File: config.mk
export PLATFORM = sky130hd
export DESIGN_NAME = alu_scheduler
export DESIGN_NICKNAME = d
export VERILOG_FILES = /design/src/rtl/alu_scheduler.sv
export SDC_FILE = /design/constraint.sdc
export NUM_CORES = 1
export LEC_CHECK = 0
export CAP_MARGIN = 0
export CORE_UTILIZATION = 36
export CTS_BUF_LIST = sky130_fd_sc_hd__clkbuf_8
export DETAILED_ROUTE_END_ITERATION = 7
export GPL_ROUTABILITY_DRIVEN = 0
export PLACE_DENSITY = 0.79
export SYNTH_ARGS = -nofsm -noshare
export SYNTH_HDL_FRONTEND = slang
export SYNTH_SLANG_ARGS = --single-unit
export TNS_END_PERCENT = 50
File: constraint.sdc
create_clock -name i_clk -period 1.66 [get_ports i_clk]
set_input_delay 0.332 -clock i_clk [delete_from_list [all_inputs] [get_ports i_clk]]
set_output_delay 0.332 -clock i_clk [all_outputs]
set_load 0.02 [all_outputs]
File: src/rtl/alu_scheduler.sv
// rtl/alu_scheduler.sv - round-robin sharing of one alu between two valid/ready requesters
// Comb ops respond two cycles after accept; sel=111 pulses alu reset and waits SEQ_CYCLES first.
module alu_scheduler #(
   parameter int WIDTH      = 32,
   parameter int SEQ_CYCLES = 64,
   parameter int CNT_W      = 8
) (
   input  logic             i_clk,
   input  logic             i_reset,
   input  logic             i_req0_valid,
   output logic             o_req0_ready,
   input  logic [WIDTH-1:0] i_req0_a,
   input  logic [WIDTH-1:0] i_req0_b,
   input  logic [2:0]       i_req0_sel,
   input  logic             i_req1_valid,
   output logic             o_req1_ready,
   input  logic [WIDTH-1:0] i_req1_a,
   input  logic [WIDTH-1:0] i_req1_b,
   input  logic [2:0]       i_req1_sel,
   output logic             o_rsp_valid,
   input  logic             i_rsp_ready,
   output logic             o_rsp_id,
   output logic [WIDTH-1:0] o_rsp_res,
   output logic [WIDTH-1:0] o_alu_a,
   output logic [WIDTH-1:0] o_alu_b,
   output logic [2:0]       o_alu_sel,
   output logic             o_alu_reset,
   input  logic [WIDTH-1:0] i_alu_res,
   output logic             o_busy
);
   typedef enum logic [2:0] {
      S_IDLE,
      S_COMB,
      S_SEQ_RST,
      S_SEQ_WAIT,
      S_RESP
   } state_t;

   localparam logic [2:0]       SEL_SEQ  = 3'b111;
   localparam logic [CNT_W-1:0] CNT_LAST = CNT_W'(SEQ_CYCLES - 1);

   state_t           r_state;
   state_t           w_next;
   logic             r_last_grant;
   logic [CNT_W-1:0] r_cnt;
   logic             r_rsp_valid;
   logic             r_rsp_id;
   logic [WIDTH-1:0] r_rsp_res;
   logic [WIDTH-1:0] r_alu_a;
   logic [WIDTH-1:0] r_alu_b;
   logic [2:0]       r_alu_sel;

   logic             w_grant;
   logic             w_accept;
   logic             w_cnt_done;
   logic [WIDTH-1:0] w_a;
   logic [WIDTH-1:0] w_b;
   logic [2:0]       w_sel;

   // A tie goes to whoever was not served last; a lone requester always wins.
   assign w_grant    = (i_req0_valid & i_req1_valid) ? ~r_last_grant : i_req1_valid;
   assign w_a        = w_grant ? i_req1_a   : i_req0_a;
   assign w_b        = w_grant ? i_req1_b   : i_req0_b;
   assign w_sel      = w_grant ? i_req1_sel : i_req0_sel;
   assign w_cnt_done = (r_cnt == CNT_LAST);

   always_ff @(posedge i_clk) begin
      if (i_reset) begin
         r_state <= S_IDLE;
      end else begin
         r_state <= w_next;
      end
   end

   always_comb begin
      w_next       = r_state;
      w_accept     = 1'b0;
      o_req0_ready = 1'b0;
      o_req1_ready = 1'b0;
      case (r_state)
         S_IDLE: begin
            if (!i_reset && (i_req0_valid || i_req1_valid)) begin
               w_accept     = 1'b1;
               o_req0_ready = ~w_grant;
               o_req1_ready = w_grant;
               w_next       = (w_sel == SEL_SEQ) ? S_SEQ_RST : S_COMB;
            end
         end
         S_COMB:     w_next = S_RESP;
         S_SEQ_RST:  w_next = S_SEQ_WAIT;
         S_SEQ_WAIT: if (w_cnt_done) w_next = S_RESP;
         S_RESP:     if (i_rsp_ready) w_next = S_IDLE;
         default:    w_next = S_IDLE;
      endcase
   end

   always_ff @(posedge i_clk) begin
      if (i_reset) begin
         r_last_grant <= 1'b1;
         r_cnt        <= '0;
         r_rsp_valid  <= 1'b0;
         r_rsp_id     <= 1'b0;
         r_rsp_res    <= '0;
         r_alu_a      <= '0;
         r_alu_b      <= '0;
         r_alu_sel    <= '0;
      end else begin
         case (r_state)
            S_IDLE: begin
               if (w_accept) begin
                  r_alu_a   <= w_a;
                  r_alu_b   <= w_b;
                  r_alu_sel <= w_sel;
                  r_rsp_id  <= w_grant;
               end
            end
            S_COMB: begin
               r_rsp_res   <= i_alu_res;
               r_rsp_valid <= 1'b1;
            end
            S_SEQ_RST: r_cnt <= '0;
            S_SEQ_WAIT: begin
               // Hold at the terminal count so the counter never wraps.
               if (w_cnt_done) begin
                  r_rsp_res   <= i_alu_res;
                  r_rsp_valid <= 1'b1;
               end else begin
                  r_cnt <= r_cnt + CNT_W'(1);
               end
            end
            S_RESP: begin
               if (i_rsp_ready) begin
                  r_rsp_valid  <= 1'b0;
                  r_last_grant <= r_rsp_id;
               end
            end
            default: ;
         endcase
      end
   end

   assign o_alu_reset = i_reset | (r_state == S_SEQ_RST);
   assign o_busy      = (r_state != S_IDLE);
   assign o_rsp_valid = r_rsp_valid;
   assign o_rsp_id    = r_rsp_id;
   assign o_rsp_res   = r_rsp_res;
   assign o_alu_a     = r_alu_a;
   assign o_alu_b     = r_alu_b;
   assign o_alu_sel   = r_alu_sel;

endmodule

==> out/results.ini, run 1 <==
[clock_tree]
clkTransAtPathRegs_ps=70
htreeDepth=4
cts_buffer_depth=2
root_buffer=clkbuf_8
cts_tree=yes
cts-buffers-inserted=17
cts.sinks=113
worstSkewPairLatency_ps=420

[routing]
via_per_inst=5.12
wl_per_cell_microns=16.2
wirelength_mm=16.4
drt_first_pass_iters=5
drtIter0Drc=277
ant_nets=0
vias=5182
drc=0

[cells_and_area]
stdcell_area_sq_um=8570
syn_to_final_growth_pct=75.7
fill_cells=1108
multi_input_area_sq_um=2520
nets=995
drive_gt1_share_pct=12.7
ff_latch_area_sq_um=2270
diodes=0

[logic_synthesis]
synthSimpleGateAreaFrac_pct=13.0
synth-edff-count=0
avgSynthCellArea_sq_um=9.10
synth_mux_area_share_pct=14.8
synth_top_area_share_pct=46.4
ys.flop_type=dfxtp_1
yosysTopAreaCell=dfxtp_1
ys_types=41
synth-seq-cells=113
syn_nets=708
syn_area_sq_um=4880
synthTopCellsByCount=113 x dfxtp_1, 75 x nor2_1, 70 x mux2i_1, 65 x a211oi_1
yosys_warnings=0
synth.most_common_cell=dfxtp_1
synth.area.top_cells=dfxtp_1 46%, mux2i_1 14%, a211oi_1 10%
async_flop_share_pct=0
synth_compound_area_share_pct=20.5
synth_seq_area_share_pct=46.4
synth_cells=536
synth_top_family_by_area=compound AO/OA/AOI/OAI gates
yosys.area_share.xor_xnor_pct=0.180
synthAdderAreaFrac_pct=0.257

[sta]
slew_headroom_pct=65.7
finClkSkew_ps=8.96
worst_pin_slew_ps=514
hold_violations=0
finalSetupViolCount=8
fin_crit_sh_pct=105
period_needed_ps=1740
slew_violations=0
rsz0062_at_grt=yes
fmax_mhz=575
fin_ws_ps=-78.1

[global_route]
antenna_found_initial=0
track_usage_pct=22.4
busiest_layer=met2
grtUsageMet2_pct=41.2
grt_use_met1_pct=24.1
grt_max_degree=109
grt_overflow=0
grt_pass1_vias=5107
grt_pass1_wl_mm=24.8
met3_usage_pct=6.56

[critical_path]
critPathArrivalTime_ps=1410
cp.required_ps=1330
path_max_fanout=6
cp-start-kind=register
path_class=register to primary output
cp-end-kind=primary output

[pwr]
leakage_nw=3.55
power_mw=8.20
ir_drop_v=0.000437
power.density_nw_per_um2=956

[run_status]
status=finished, violations left
violations=setup timing

[floorplanning]
row_count=42
die-height_microns=118
start_util_pct=36.8
die_w_microns=118
pin_count=276
core_sq_um=13200
die_area_sq_um=14000

[hold_path]
hold_path.class=register to register

[placement]
dp_hpwl_mm=11.6
placed_area_sq_um=7970
post-place-ws_ps=-596
port_buffers=275

[job]
drv_cap=0

==> worst max-delay path: stages, from the launching register on <==
cell,delay (ps)
dfxtp_4,370
buf_6,130
or3_1,350
buf_6,140
==> kinds of logic after synthesis <==
| kind of cell | Yosys count |
|---|---|
| AO/OA/AOI/OAI | 155 |
| AND/OR/NAND/NOR | 139 |
| flip-flops | 113 |
| multiplexers | 72 |
| buffers and inverters | 55 |
| XOR/XNOR | 1 |
| adder cells (fa/ha/maj) | 1 |
==> timing repair <==
| action | 4_1_cts | 5_1_grt |
|---|---|---|
| pin swaps | 10 | 5 |
| buffers inserted | 7 | 5 |
| hold buffers | 0 | 0 |
| endpoints found under the setup margin | 200 | 31 |
| resized for setup | 141 | 17 |
| gates cloned | 1 | 1 |
==> cells in the final DEF (no fill, tap or decap), drive strengths merged, types with 2 or more instances in the layout <==
master / Yosys / final
buf: 22 / 47
a211oi: 65 / 65
clkinvlp: 0 / 2
a21boi: 2 / 3
a311oi: 2 / 2
clkinv: 0 / 5
clkdlybuf4s50: 0 / 167
mux2: 2 / 2
and3: 2 / 2
nand3b: 5 / 5
nand2b: 5 / 5
inv: 4 / 5
bufinv: 0 / 4
dlygate4sd2: 0 / 103
mux2i: 70 / 70
a21oi: 38 / 38
o21ai: 38 / 38
a31o: 2 / 2
nand3: 38 / 38
nand2: 7 / 7
nor2: 75 / 75
clkbuf: 29 / 21
dfxtp: 113 / 113
==> final timing paths <==
check	cells after the start	slack, ps	to	start
worst max-delay path	3	-80	o_busy	r_state[2]
worst min-delay path	2	450	o_rsp_valid	o_rsp_valid
worst max register to register	6	-80	o_rsp_res[17]	r_cnt[1]
worst min register to register	2	450	o_rsp_valid	o_rsp_valid
==> flip-flops by register name (all words and copies together), names as in the netlist <==
name,flops
r_state,3
o_alu_a,32
o_rsp_id,1
r_last_grant,1
o_alu_b,32
o_alu_sel,3
r_cnt,8
o_rsp_valid,1
o_rsp_res,32
==> area by class of cell <==
cell class,count,area share [%]
inverter,4,0.175
sequential,113,26.5
timing repair buffer,318,36.0
clock inverter,12,2.10
multi-input combinational,369,29.4
tap,176,2.57
clock buffer,20,3.21
==> metal layers <==
| layer | vias up | wire [microns] |
|---|---|---|
| met2 | 232 | 8510 |
| met5 | - | 0 |
| met1 | 2376 | 6260 |
| met3 | 28 | 1200 |
| met4 | 0 | 382 |
| li1 | 2546 | - |
==> metrics by stage <==
step	cells	util, %	hold WS, ps	setup TNS, ps
floorplan	536	-	444	-0.529
global placement	966	60.2	447	-38230
detailed placement	966	60.2	448	-47410
CTS	1006	63.6	414	-986
global route	1012	64.7	446	-1740
finish	1012	64.7	455	-278
==> power breakdown <==
part | total [mW] | switching [mW] | internal [mW]
registers | 3.11 | 0.135 | 2.98
clock network | 2.93 | 1.17 | 1.76
logic | 2.15 | 1.11 | 1.04
total | 8.20 | 2.42 | 5.78
Note: power is estimated with default switching activity, not from simulation.
==> run 2, diff against run 1 <==
CTS_BUF_LIST = sky130_fd_sc_hd__clkbuf_2   (was sky130_fd_sc_hd__clkbuf_8)
GPL_TIMING_DRIVEN = 1   (was default)
==> run 2 against run 1 <==
Net effect:
- the flow still finishes with violations (setup timing)
- non-clock buffer count up 16
- wire length is 9.7% higher
- critical endpoint unchanged
- setup slack got worse by 220 ps
- clock skew up 15 ps
- largest cell class unchanged
- highest routed layer unchanged
- first-iteration DRC count decreased by 1.8%
==> out/results.ini, run 2 (synthesis gave the netlist of run 1 again) <==
[global_route]
grt_pass1_vias=5131
grt_pass1_wl_mm=25.1
grt_max_degree=109
antenna_found_initial=0
track_usage_pct=22.6
grt_overflow=0

[placement]
dp_hpwl_mm=11.6
post-place-ws_ps=-596
port_buffers=275

[clock_tree]
clkTransAtPathRegs_ps=170
cts_tree=yes
cts.sinks=113
worstSkewPairLatency_ps=630
cts-buffers-inserted=17
root_buffer=clkbuf_2
htreeDepth=4
cts_buffer_depth=2

[run_status]
status=finished, violations left
violations=setup timing

[routing]
wirelength_mm=17.9
ant_nets=0
vias=5345
drc=0
drtIter0Drc=272
drt_first_pass_iters=4
via_per_inst=5.20
wl_per_cell_microns=17.5

[critical_path]
path_max_fanout=2
cp-start-kind=register
cp.required_ps=1330
cp-end-kind=primary output
critPathArrivalTime_ps=1620
path_class=register to primary output

[sta]
finalSetupViolCount=38
rsz0062_at_grt=yes
slew_headroom_pct=62.8
fmax_mhz=511
hold_violations=0
period_needed_ps=1960
worst_pin_slew_ps=558
whs_ps=248
fin_ws_ps=-296
slew_violations=0
fin_crit_sh_pct=118
finClkSkew_ps=23.9

[cells_and_area]
final_cell_mix=169 x clkdlybuf4s50_1, 101 x buf_2, 73 x nor2_1
syn_to_final_growth_pct=76.8
nets=1011
layout_commonest_cell=clkdlybuf4s50_1
diodes=0
finish.utilization_pct=65.1
drive_gt1_share_pct=36.4

[pwr]
pwr-share-clk_pct=27.6
p_sw_share_pct=32.9
intPower_mw=5.05
p_comb_share_pct=30.6
power.density_nw_per_um2=873
power_mw=7.53
p_sw_mw=2.47
p_seq_share_pct=41.7
leakage_nw=3.42
ir_drop_v=0.000366

[hold_path]
hold_path.class=input port to register

[floorplanning]
start_util_pct=36.8
pin_count=276
die_area_sq_um=14000
core_sq_um=13200
die_w_microns=118
die-height_microns=118
row_count=42

[job]
drv_cap=0

## run 2: area by class of cell
cell class / instances / area, sq um
Clock buffer: 17 / 85.1
Clock inverter: 15 / 191
Fill cell: 1061 / 4620
Inverter: 4 / 15.0
Multi-Input combinational cell: 369 / 2870
Sequential cell: 113 / 2330
Tap cell: 176 / 220
Timing Repair Buffer: 334 / 2910
## run 2: path summary, 6_finish.rpt
path	endpoint	depth (start not counted)	start	slack, ps
worst max register to register	r_cnt[5]	6	r_cnt[1]	-140
worst max-delay path	o_busy	3	r_state[0]	-300
worst min register to register	o_rsp_valid	2	o_rsp_valid	470
worst min-delay path	o_rsp_res[10]	3	i_alu_res[10]	250
## run 2: per-layer routing
| layer | wire length [microns] | track usage [%] | share of wire, % | up-vias |
|---|---|---|---|---|
| li1 | - | - | - | 2569 |
| met1 | 6520 | 24.2 | 36 | 2490 |
| met2 | 9770 | 42.0 | 54 | 254 |
| met3 | 1250 | 6.37 | 6.9 | 32 |
| met4 | 405 | 7.83 | 2.3 | 0 |
| met5 | 0 | 0 | 0 | - |
## run 2: power by group through the flow
stage,Clock [mW],Sequential [mW],Combinational [mW]
3_3_place_gp,0,3.16,2.21
2_1_floorplan,0,3.48,0.745
4_1_cts,2.14,3.14,2.14
3_5_place_dp,0,3.18,2.26
5_1_grt,2.27,3.17,2.45
6_report,2.08,3.14,2.31
## run 2: critical path, stage by stage, from the launching register on
cell	delay, ps
dfxtp_4	390
buf_6	110
or3_4	370
buf_6	140
## run 2: stage by stage
stage	cell area, sq um	setup TNS (ps)	std cells
2_1_floorplan	4880	-0.529	536
3_3_place_gp	7970	-38230	966
3_5_place_dp	7970	-47410	966
4_1_cts	8210	-1690	1012
5_1_grt	8620	-5290	1028
6_report	8620	-2340	1028
## run 2: repair_timing
action                                  in CTS  in global routing
hold buffers                                 0                  0
buffers inserted                            13                 15
resized for setup                          457                124
pin swaps                                    7                 50
gates cloned                                 1                  4
endpoints found under the setup margin     145                 80
